[config.mk]
export PLATFORM = sky130hd
export DESIGN_NAME = fft_frame_buffer
export DESIGN_NICKNAME = d
export VERILOG_FILES = /design/src/rtl/fft_frame_buffer.sv
export SDC_FILE = /design/constraint.sdc
export NUM_CORES = 1
export LEC_CHECK = 0
export ABC_CLOCK_PERIOD_IN_PS = 3200
export BUFFER_PORTS_ARGS = -buffer_cell sky130_fd_sc_hd__buf_2
export CORE_UTILIZATION = 50
export DETAILED_ROUTE_END_ITERATION = 12
export GPL_TIMING_DRIVEN = 1
export PLACE_DENSITY = 0.78
export SYNTH_ARGS = -nofsm -noshare
export SYNTH_HDL_FRONTEND = slang
export SYNTH_SLANG_ARGS = --single-unit
[constraint.sdc]
create_clock -name clk -period 3.2 [get_ports clk]
set_clock_uncertainty 0.1 [all_clocks]
set_input_delay 0.32 -clock clk [delete_from_list [all_inputs] [get_ports clk]]
set_output_delay 0.32 -clock clk [all_outputs]
set_load 0.05 [all_outputs]
[src/rtl/fft_frame_buffer.sv]
//==============================================================================
// Module      : fft_frame_buffer
// Description : Ping-pong frame buffer between the serial input stage and the
//               FFT core. Packs N samples per bank and presents full banks to
//               the core through a ready/ack handshake and a registered
//               random-access read port.
//               Optional macro FFT_BUF_BITREV_EN: when defined, samples are
//               stored at the bit-reversed address of their index; when
//               undefined, samples are stored in natural order.
// Revision    : 1.0 - initial release
//==============================================================================
`timescale 1ns/1ps
`default_nettype none

module fft_frame_buffer #(
    parameter int N     = 16,
    parameter int LOG2N = 4,
    parameter int DW    = 16
) (
    input  logic             clk,
    input  logic             rst,
    input  logic             clr,
    input  logic             in_req,
    output logic             in_ans,
    input  logic [DW-1:0]    in_data,
    output logic             frm_rdy,
    output logic             frm_bank,
    input  logic             frm_ack,
    input  logic [LOG2N-1:0] rd_addr,
    output logic [DW-1:0]    rd_data,
    output logic [LOG2N:0]   fill_cnt,
    output logic             ovf
);

    typedef enum logic [1:0] {
        B_EMPTY   = 2'd0,
        B_FILLING = 2'd1,
        B_FULL    = 2'd2
    } bank_st_t;

    typedef enum logic {
        W_FILL  = 1'b0,
        W_STALL = 1'b1
    } wr_st_t;

    typedef enum logic {
        R_IDLE = 1'b0,
        R_BUSY = 1'b1
    } rd_st_t;

    localparam logic [LOG2N:0] C_LAST = (LOG2N+1)'(N - 1);

    bank_st_t         r_bank_st [2];
    wr_st_t           r_wr_st;
    rd_st_t           r_rd_st;
    logic             r_wr_bank;
    logic [LOG2N:0]   r_wr_cnt;
    logic             r_in_ans;
    logic             r_rd_ptr;
    logic             r_frm_rdy;
    logic             r_frm_bank;
    logic             r_ovf;
    logic [DW-1:0]    r_rd_data;
    logic [DW-1:0]    r_mem [0:2*N-1];

    logic             w_xfer;
    logic             w_ack;
    logic             w_last;
    logic             w_nxt_free;
    logic             w_cur_free;
    logic [LOG2N-1:0] w_wr_addr;

    assign w_xfer = in_req & r_in_ans;
    assign w_ack  = frm_ack & r_frm_rdy;
    assign w_last = w_xfer && (r_wr_cnt == C_LAST);

    // A bank being acked this cycle counts as free, so a coincident ack and
    // frame completion never costs a stall cycle.
    assign w_nxt_free = (r_bank_st[~r_wr_bank] == B_EMPTY) ||
                        (w_ack && (r_frm_bank == ~r_wr_bank));
    assign w_cur_free = (r_bank_st[r_wr_bank] == B_EMPTY) ||
                        (w_ack && (r_frm_bank == r_wr_bank));

    generate
`ifdef FFT_BUF_BITREV_EN
        for (genvar i = 0; i < LOG2N; i++) begin : g_bitrev
            assign w_wr_addr[i] = r_wr_cnt[LOG2N-1-i];
        end
`else
        if (1) begin : g_natural
            assign w_wr_addr = r_wr_cnt[LOG2N-1:0];
        end
`endif
    endgenerate

    // Bank occupancy: the writer fills/completes banks, the reader frees them.
    always_ff @(posedge clk or posedge rst) begin
        if (rst) begin
            r_bank_st[0] <= B_EMPTY;
            r_bank_st[1] <= B_EMPTY;
        end else if (clr) begin
            r_bank_st[0] <= B_EMPTY;
            r_bank_st[1] <= B_EMPTY;
        end else begin
            if (w_xfer) begin
                r_bank_st[r_wr_bank] <= w_last ? B_FULL : B_FILLING;
            end
            if (w_ack) begin
                r_bank_st[r_frm_bank] <= B_EMPTY;
            end
        end
    end

    // Write FSM: counts samples into the filling bank, stalls when both banks are taken.
    always_ff @(posedge clk or posedge rst) begin
        if (rst) begin
            r_wr_st   <= W_FILL;
            r_in_ans  <= 1'b1;
            r_wr_bank <= 1'b0;
            r_wr_cnt  <= '0;
        end else if (clr) begin
            r_wr_st   <= W_FILL;
            r_in_ans  <= 1'b1;
            r_wr_bank <= 1'b0;
            r_wr_cnt  <= '0;
        end else begin
            case (r_wr_st)
                W_FILL: begin
                    if (w_xfer) begin
                        if (w_last) begin
                            r_wr_cnt  <= '0;
                            r_wr_bank <= ~r_wr_bank;
                            if (!w_nxt_free) begin
                                r_wr_st  <= W_STALL;
                                r_in_ans <= 1'b0;
                            end
                        end else begin
                            r_wr_cnt <= r_wr_cnt + 1'b1;
                        end
                    end
                end
                W_STALL: begin
                    if (w_cur_free) begin
                        r_wr_st  <= W_FILL;
                        r_in_ans <= 1'b1;
                    end
                end
                default: begin
                    r_wr_st  <= W_FILL;
                    r_in_ans <= 1'b1;
                end
            endcase
        end
    end

    // Read FSM: presents banks in fill order; leaves a one-cycle gap after each ack.
    always_ff @(posedge clk or posedge rst) begin
        if (rst) begin
            r_rd_st    <= R_IDLE;
            r_rd_ptr   <= 1'b0;
            r_frm_rdy  <= 1'b0;
            r_frm_bank <= 1'b0;
        end else if (clr) begin
            r_rd_st    <= R_IDLE;
            r_rd_ptr   <= 1'b0;
            r_frm_rdy  <= 1'b0;
            r_frm_bank <= 1'b0;
        end else begin
            case (r_rd_st)
                R_IDLE: begin
                    if (r_bank_st[r_rd_ptr] == B_FULL) begin
                        r_rd_st    <= R_BUSY;
                        r_frm_rdy  <= 1'b1;
                        r_frm_bank <= r_rd_ptr;
                    end
                end
                R_BUSY: begin
                    if (w_ack) begin
                        r_rd_st   <= R_IDLE;
                        r_frm_rdy <= 1'b0;
                        r_rd_ptr  <= ~r_rd_ptr;
                    end
                end
                default: begin
                    r_rd_st   <= R_IDLE;
                    r_frm_rdy <= 1'b0;
                end
            endcase
        end
    end

    // Sticky overflow: upstream offered a sample while we could not accept.
    always_ff @(posedge clk or posedge rst) begin
        if (rst) begin
            r_ovf <= 1'b0;
        end else if (clr) begin
            r_ovf <= 1'b0;
        end else if (in_req && !r_in_ans) begin
            r_ovf <= 1'b1;
        end
    end

    // Sample storage: one write port, contents survive reset.
    always_ff @(posedge clk) begin
        if (w_xfer && !clr) begin
            r_mem[{r_wr_bank, w_wr_addr}] <= in_data;
        end
    end

    // Registered read port into the presented bank.
    always_ff @(posedge clk or posedge rst) begin
        if (rst) begin
            r_rd_data <= '0;
        end else if (clr) begin
            r_rd_data <= '0;
        end else begin
            r_rd_data <= r_mem[{r_frm_bank, rd_addr}];
        end
    end

    assign in_ans   = r_in_ans;
    assign frm_rdy  = r_frm_rdy;
    assign frm_bank = r_frm_bank;
    assign rd_data  = r_rd_data;
    assign fill_cnt = r_wr_cnt;
    assign ovf      = r_ovf;

endmodule

`default_nettype wire
After elaboration in Yosys (flattened, before gate mapping)
Memories as Yosys holds them, arrays and structs flattened.
Cells that the tools add are included.
W data, S select, Z words.
{"block": "totals", "register_bits": 33, "mem_bits_rw": 512, "inputBits": 25, "output_inout_bits": 25, "n_memories": 1}
{"name": "r_mem", "words": 32, "word_bits": 16, "read_ports": 1, "rd_clocked_by_memory_dff": 0, "wr": 1, "line": "64", "text": "logic [DW-1:0] r_mem [0:2*N-1];"}
{"block": "op_classes", "addsub": 1, "order_cmp": 6, "eq_ne": 12, "n_mux": 58, "bitwise": 12, "reduce_logical": 25}
{"cell": "$mux W1", "count": 30}
{"cell": "$mux W2", "count": 12}
{"cell": "$mux W5", "count": 4}
{"cell": "$mux W16", "count": 1}
{"cell": "$mux W4", "count": 4}
{"cell": "$ne A3 B3 Y1 const B", "count": 4}
{"cell": "$reduce_bool A2 Y1", "count": 6}
{"cell": "$ge A2 B2 Y1 const B", "count": 4}
{"cell": "$not A1 Y2", "count": 4}
{"cell": "$pmux W1 S2", "count": 4}
{"cell": "$reduce_and A2 Y1", "count": 4}
{"cell": "$logic_and A1 B1 Y1", "count": 7}
{"cell": "$ne A3 B2 Y1 const B", "count": 2}
{"cell": "$add A5 B1 Y5 const B", "count": 1}
{"cell": "$eq A5 B4 Y1 const B", "count": 1}
{"cell": "$and A4 B4 Y4", "count": 1}
{"cell": "$bwmux W4", "count": 1}
{"cell": "$demux W2 S1", "count": 2}
{"cell": "$logic_not A2 Y1", "count": 2}
{"cell": "$lt A2 B1 Y1 const B", "count": 2}
{"cell": "$ne A2 B2 Y1 const B", "count": 2}
{"cell": "$not A1 Y1", "count": 4}
{"cell": "$not A4 Y4", "count": 1}
{"cell": "$reduce_and A4 Y1", "count": 1}
{"cell": "other kinds (6)", "count": 10}

Longest topological paths before layout
{"block": "logic_depth", "ltp_word": 12, "ltp_mapped": 8}

Worst setup path after synthesis
Ideal clock, no wire load.
{"block": "synth_timing", "path_kind": "register to register", "from": "reg r_wr_cnt[3], in the netlist fill_cnt[3]", "to": "mem r_mem[4][0] (enable)", "setup_time_ps": 388, "t_arrival_ps": 2048, "path_slack_ps": 664, "stages_incl_launch_ff": 4, "n_path_buf": 1, "synth_period_minus_slack_ps": 2536, "cell_sequence": "dfrtp_1 > clkbuf_1 > or3b_2 > nor2_1"}
{"element": "start, declared", "line": "57", "text": "logic [LOG2N:0] r_wr_cnt;"}
{"element": "start signal, assigned", "line": "138", "text": "r_wr_cnt <= r_wr_cnt + 1'b1;"}
{"element": "end, declared", "line": "64"}
Straight into the memory's write port.

Worst setup path after layout
{"block": "layout_timing", "from": "reg r_in_ans, in the netlist in_ans", "to": "mem r_mem[23][4] (enable)"}
{"block": "layout_via", "elab_chain_len": 4}
{"element": "start, declared", "line": "58", "text": "logic r_in_ans;"}
{"element": "start signal, assigned", "line": "118", "text": "r_in_ans <= 1'b1;"}
{"element": "start signal, assigned", "line": "123", "text": "r_in_ans <= 1'b1;"}
{"element": "start signal, assigned", "line": "135", "text": "r_in_ans <= 1'b0;"}
{"element": "$and A1 B1 Y1", "line": "73", "text": "assign w_xfer = in_req & r_in_ans;"}
{"element": "$logic_and A1 B1 Y1", "line": "205", "text": "if (w_xfer && !clr) begin"}
{"element": "$mux W1", "line": "205"}
{"element": "$mux W1 (implied by the code)", "line": "206", "text": "r_mem[{r_wr_bank, w_wr_addr}] <= in_data;"}
No other way between the ends.

==> key figures <==
Outcome
  – Status: completed

Clocking
  – Num CTS Buffers: 52
  – Clock root buffer: clkbuf_16
  – Post-cts resize count: 0
  – Clk_lat worst skew: between 600 and 700 ps
  – H-Tree Depth: 2
  – Clk slew on worst S/H paths: ~60 ps
  – Bufs on Longest Clock Path: 3
  – TritonCTS clock tree: built
  – CTS Sinks: about 550

Synth
  – Area of the mapped netlist: around 21000 um^2
  – Post-synth top area share: between 70 and 80%
  – Post-synth EDFFs: between 500 and 600
  – Ys Warns: 0
  – Post-synth top flop: edfxtp_1
  – Largest area contributor in the netlist: edfxtp_1
  – Count leader, synth: edfxtp_1
  – Synth top area cells: edfxtp_1, mux4_2, dfrtp_1, mux2i_1, mux4_1
  – Register area share after synthesis: 76.7%
  – Seq cells post-synth: around 550
  – Avg Inst Size Synth: ~21 um^2
  – Top cells by count, synth: edfxtp_1, mux4_2, nor2_1
  – Net Count, Synth: around 1000
  – Synth unique cells: 42
  – Fraction of registers with async set or reset after synthesis: 6.06%
  – Cell count after synthesis: about 1000

Drt
  – WL per Instance: around 29 um
  – Via density: approximately 6.3
  – DRT Wirelength: 48900 um
  – Drt pass-1 iters: 5
  – DRC: 0
  – DR iter-0 viols: 1470
  – Post-route ant nets: 0
  – Routed via count: approximately 11000

Die
  – Io pins: 50
  – Initial Utilization: 51.2%
  – CORE AREA: 41300 um^2
  – Die W: 208 um
  – Die Y-Extent: roughly 210 um
  – Cell Rows: 74
  – Die area: about 43000 um^2

Placement
  – GP Congestion: roughly 0.84
  – Pre-CTS setup slack: around 490 ps
  – Port-buffer cells: 49
  – Post-Place Cell Area: 22400 um^2
  – Post-DP HPWL: between 20000 and 30000 um

Pwr
  – PD cells: 618 nW/um^2
  – Leak Pwr: between 8 and 9 nW
  – VDD IR max: about 0.50 mV

STA
  – Slew Limit Fails: 0
  – Final worst path period share: between 80 and 90%
  – Slew margin rel.: a little under 40%
  – RSZ-0062 raised after global routing: no
  – Worst-Margin Slew: around 910 ps
  – Maximum clock frequency: around 380 MHz
  – Minimum clock period: roughly 2600 ps
  – Final setup fails: 0
  – Final TNS setup: 0 ps
  – Worst Setup Slack, final: slightly below 600 ps
  – Final Hold Fails: 0

Hold path
  – Hold path depth: 1
  – Hold Crit Class: in2reg
  – Min-delay src: in_data[3]
  – Hold EP: r_mem[5][3]$_DFFE_PP_

Global routing
  – First-pass GRT wire length: ~70000 um
  – Gr usage total: 23.2%
  – Initial antenna violation count: 2
  – Largest net degree at the start of global routing: 62
  – Total gr overflow: 0
  – Vias in the first global route: ~11000

Setup path
  – Worst setup SP type: flop
  – CP arrival: between 2000 and 3000 ps
  – Worst EP required: roughly 3400 ps
  – Critical R2R Launch: in_ans$_DFFE_PP1P_
  – Critical Path End Type: flop
  – Crit path from: in_ans$_DFFE_PP1P_
  – R2r setup slk: a little under 600 ps
  – FF-to-FF path depth: 5
  – Maximum net fanout on the critical path: 14
  – R2R Path End: r_mem[23][4]$_DFFE_PP_
  – CP Class: reg2reg

Finish
  – Design Area, Final: 24200 um^2
  – Share of layout cells above drive strength 1: 28.9%
  – # nets final: 1163
  – Fillers: 2879
  – Area Overhead vs Synth: 14.3%

Run
  – # Max-Cap Violations: 0
## what timing repair did
action                     4_1_cts  5_1_grt
hold endpoints to repair        27        0
setup endpoints to repair        0        0
hold buffers                     5        0
buffers inserted                 0        0
## state kept, by name (all words and copies together), names as in the netlist
register,count
r_rd_st,1
r_bank_st,4
frm_bank,1
r_wr_bank,1
rd_data,16
in_ans,1
fill_cnt,5
r_mem,512
r_rd_ptr,1
frm_rdy,1
ovf,1
r_wr_st,1
## worst max-delay path, cell delays in order, from the launching register on
cell	delay, ps
dfstp_2	570
nand2_1	190
nor2_1	290
nand2_1	380
nor2_1	400
buf_4	350
## cell usage in the layout (no fill, tap or decap), drive strengths merged, types with 2 or more instances in the layout
cell / netlist / layout
edfxtp: 512 / 512
buf: 33 / 115
mux4: 112 / 112
nor2: 67 / 67
clkbuf: 21 / 66
mux2i: 49 / 49
mux2: 32 / 32
dfrtp: 32 / 32
o21ai: 23 / 23
a21oi: 20 / 20
clkinv: 0 / 18
o22ai: 16 / 16
a22o: 16 / 16
and3: 16 / 16
nand2: 13 / 13
inv: 6 / 9
nand3: 7 / 7
bufinv: 0 / 7
nor3: 5 / 5
dlygate4sd3: 0 / 5
ha: 4 / 4
clkinvlp: 0 / 4
xor2: 3 / 3
nor2b: 3 / 3
nand3b: 3 / 3
or3: 2 / 2
a211oi: 2 / 2
nor3b: 2 / 2
xnor2: 2 / 2
## metal layers
layer	global-route usage (%)	vias up	part of all wire, %
met1	32.1	5606	39
met4	8.16	4	3.0
met2	36.8	593	49
met5	0	-	0.051
li1	-	4411	-
met3	4.95	94	9.0
## cell families (layout without fill, tap and decap cells)
| group | count (synthesis) | count (layout) | synth area share (%) |
|---|---|---|---|
| flip-flops | 545 | 545 | 76.7 |
| AO/OA/AOI/OAI | 81 | 81 | 2.38 |
| AND/OR/NAND/NOR | 126 | 126 | 2.79 |
| other | 0 | 1 | 0 |
| buffers and inverters | 60 | 224 | 1.46 |
| adder cells (fa/ha/maj) | 4 | 4 | 0.237 |
| multiplexers | 193 | 193 | 16.2 |
| XOR/XNOR | 5 | 5 | 0.207 |
## final cells by class
cell class,count,area [um^2],area share (%)
Multi-Input combinational cell,409,4660,19.3
Timing Repair Buffer,120,853,3.53
Inverter,6,22.5,0.0932
Sequential cell,545,16200,67.1
Clock inverter,32,374,1.55
Tap cell,532,666,2.76
Clock buffer,66,1370,5.69
Antenna cell,1,2.50,0.0104
## worst max path at each step
stage                                         to  slack, ps
after global routing      r_mem[21][4]$_DFFE_PP_        470
after CTS                 r_mem[23][5]$_DFFE_PP_        640
after floorplan            r_mem[4][0]$_DFFE_PP_        660
final                     r_mem[23][4]$_DFFE_PP_        580
after global placement      rd_data[8]$_DFF_PP0_        520
after detailed placement   rd_data[14]$_DFF_PP0_        490
## per-stage QoR
stage	std cells	total power [W]	utilization (%)	hold slack (ps)
floorplan	1014	0.00849	-	319
global placement	1607	0.00878	54.1	371
detailed placement	1607	0.00881	54.1	404
CTS	1710	0.0150	58.5	125
global route	1710	0.0153	58.5	160
finish	1711	0.0149	58.5	163
## power breakdown
group	leakage, nW	internal [W]	switching, W
registers	5.04	0.00785	0.0000304
clock network	0.845	0.00363	0.00262
logic	2.24	0.000281	0.000503
total	8.13	0.0118	0.00316
(Power assumes the default switching activity.)
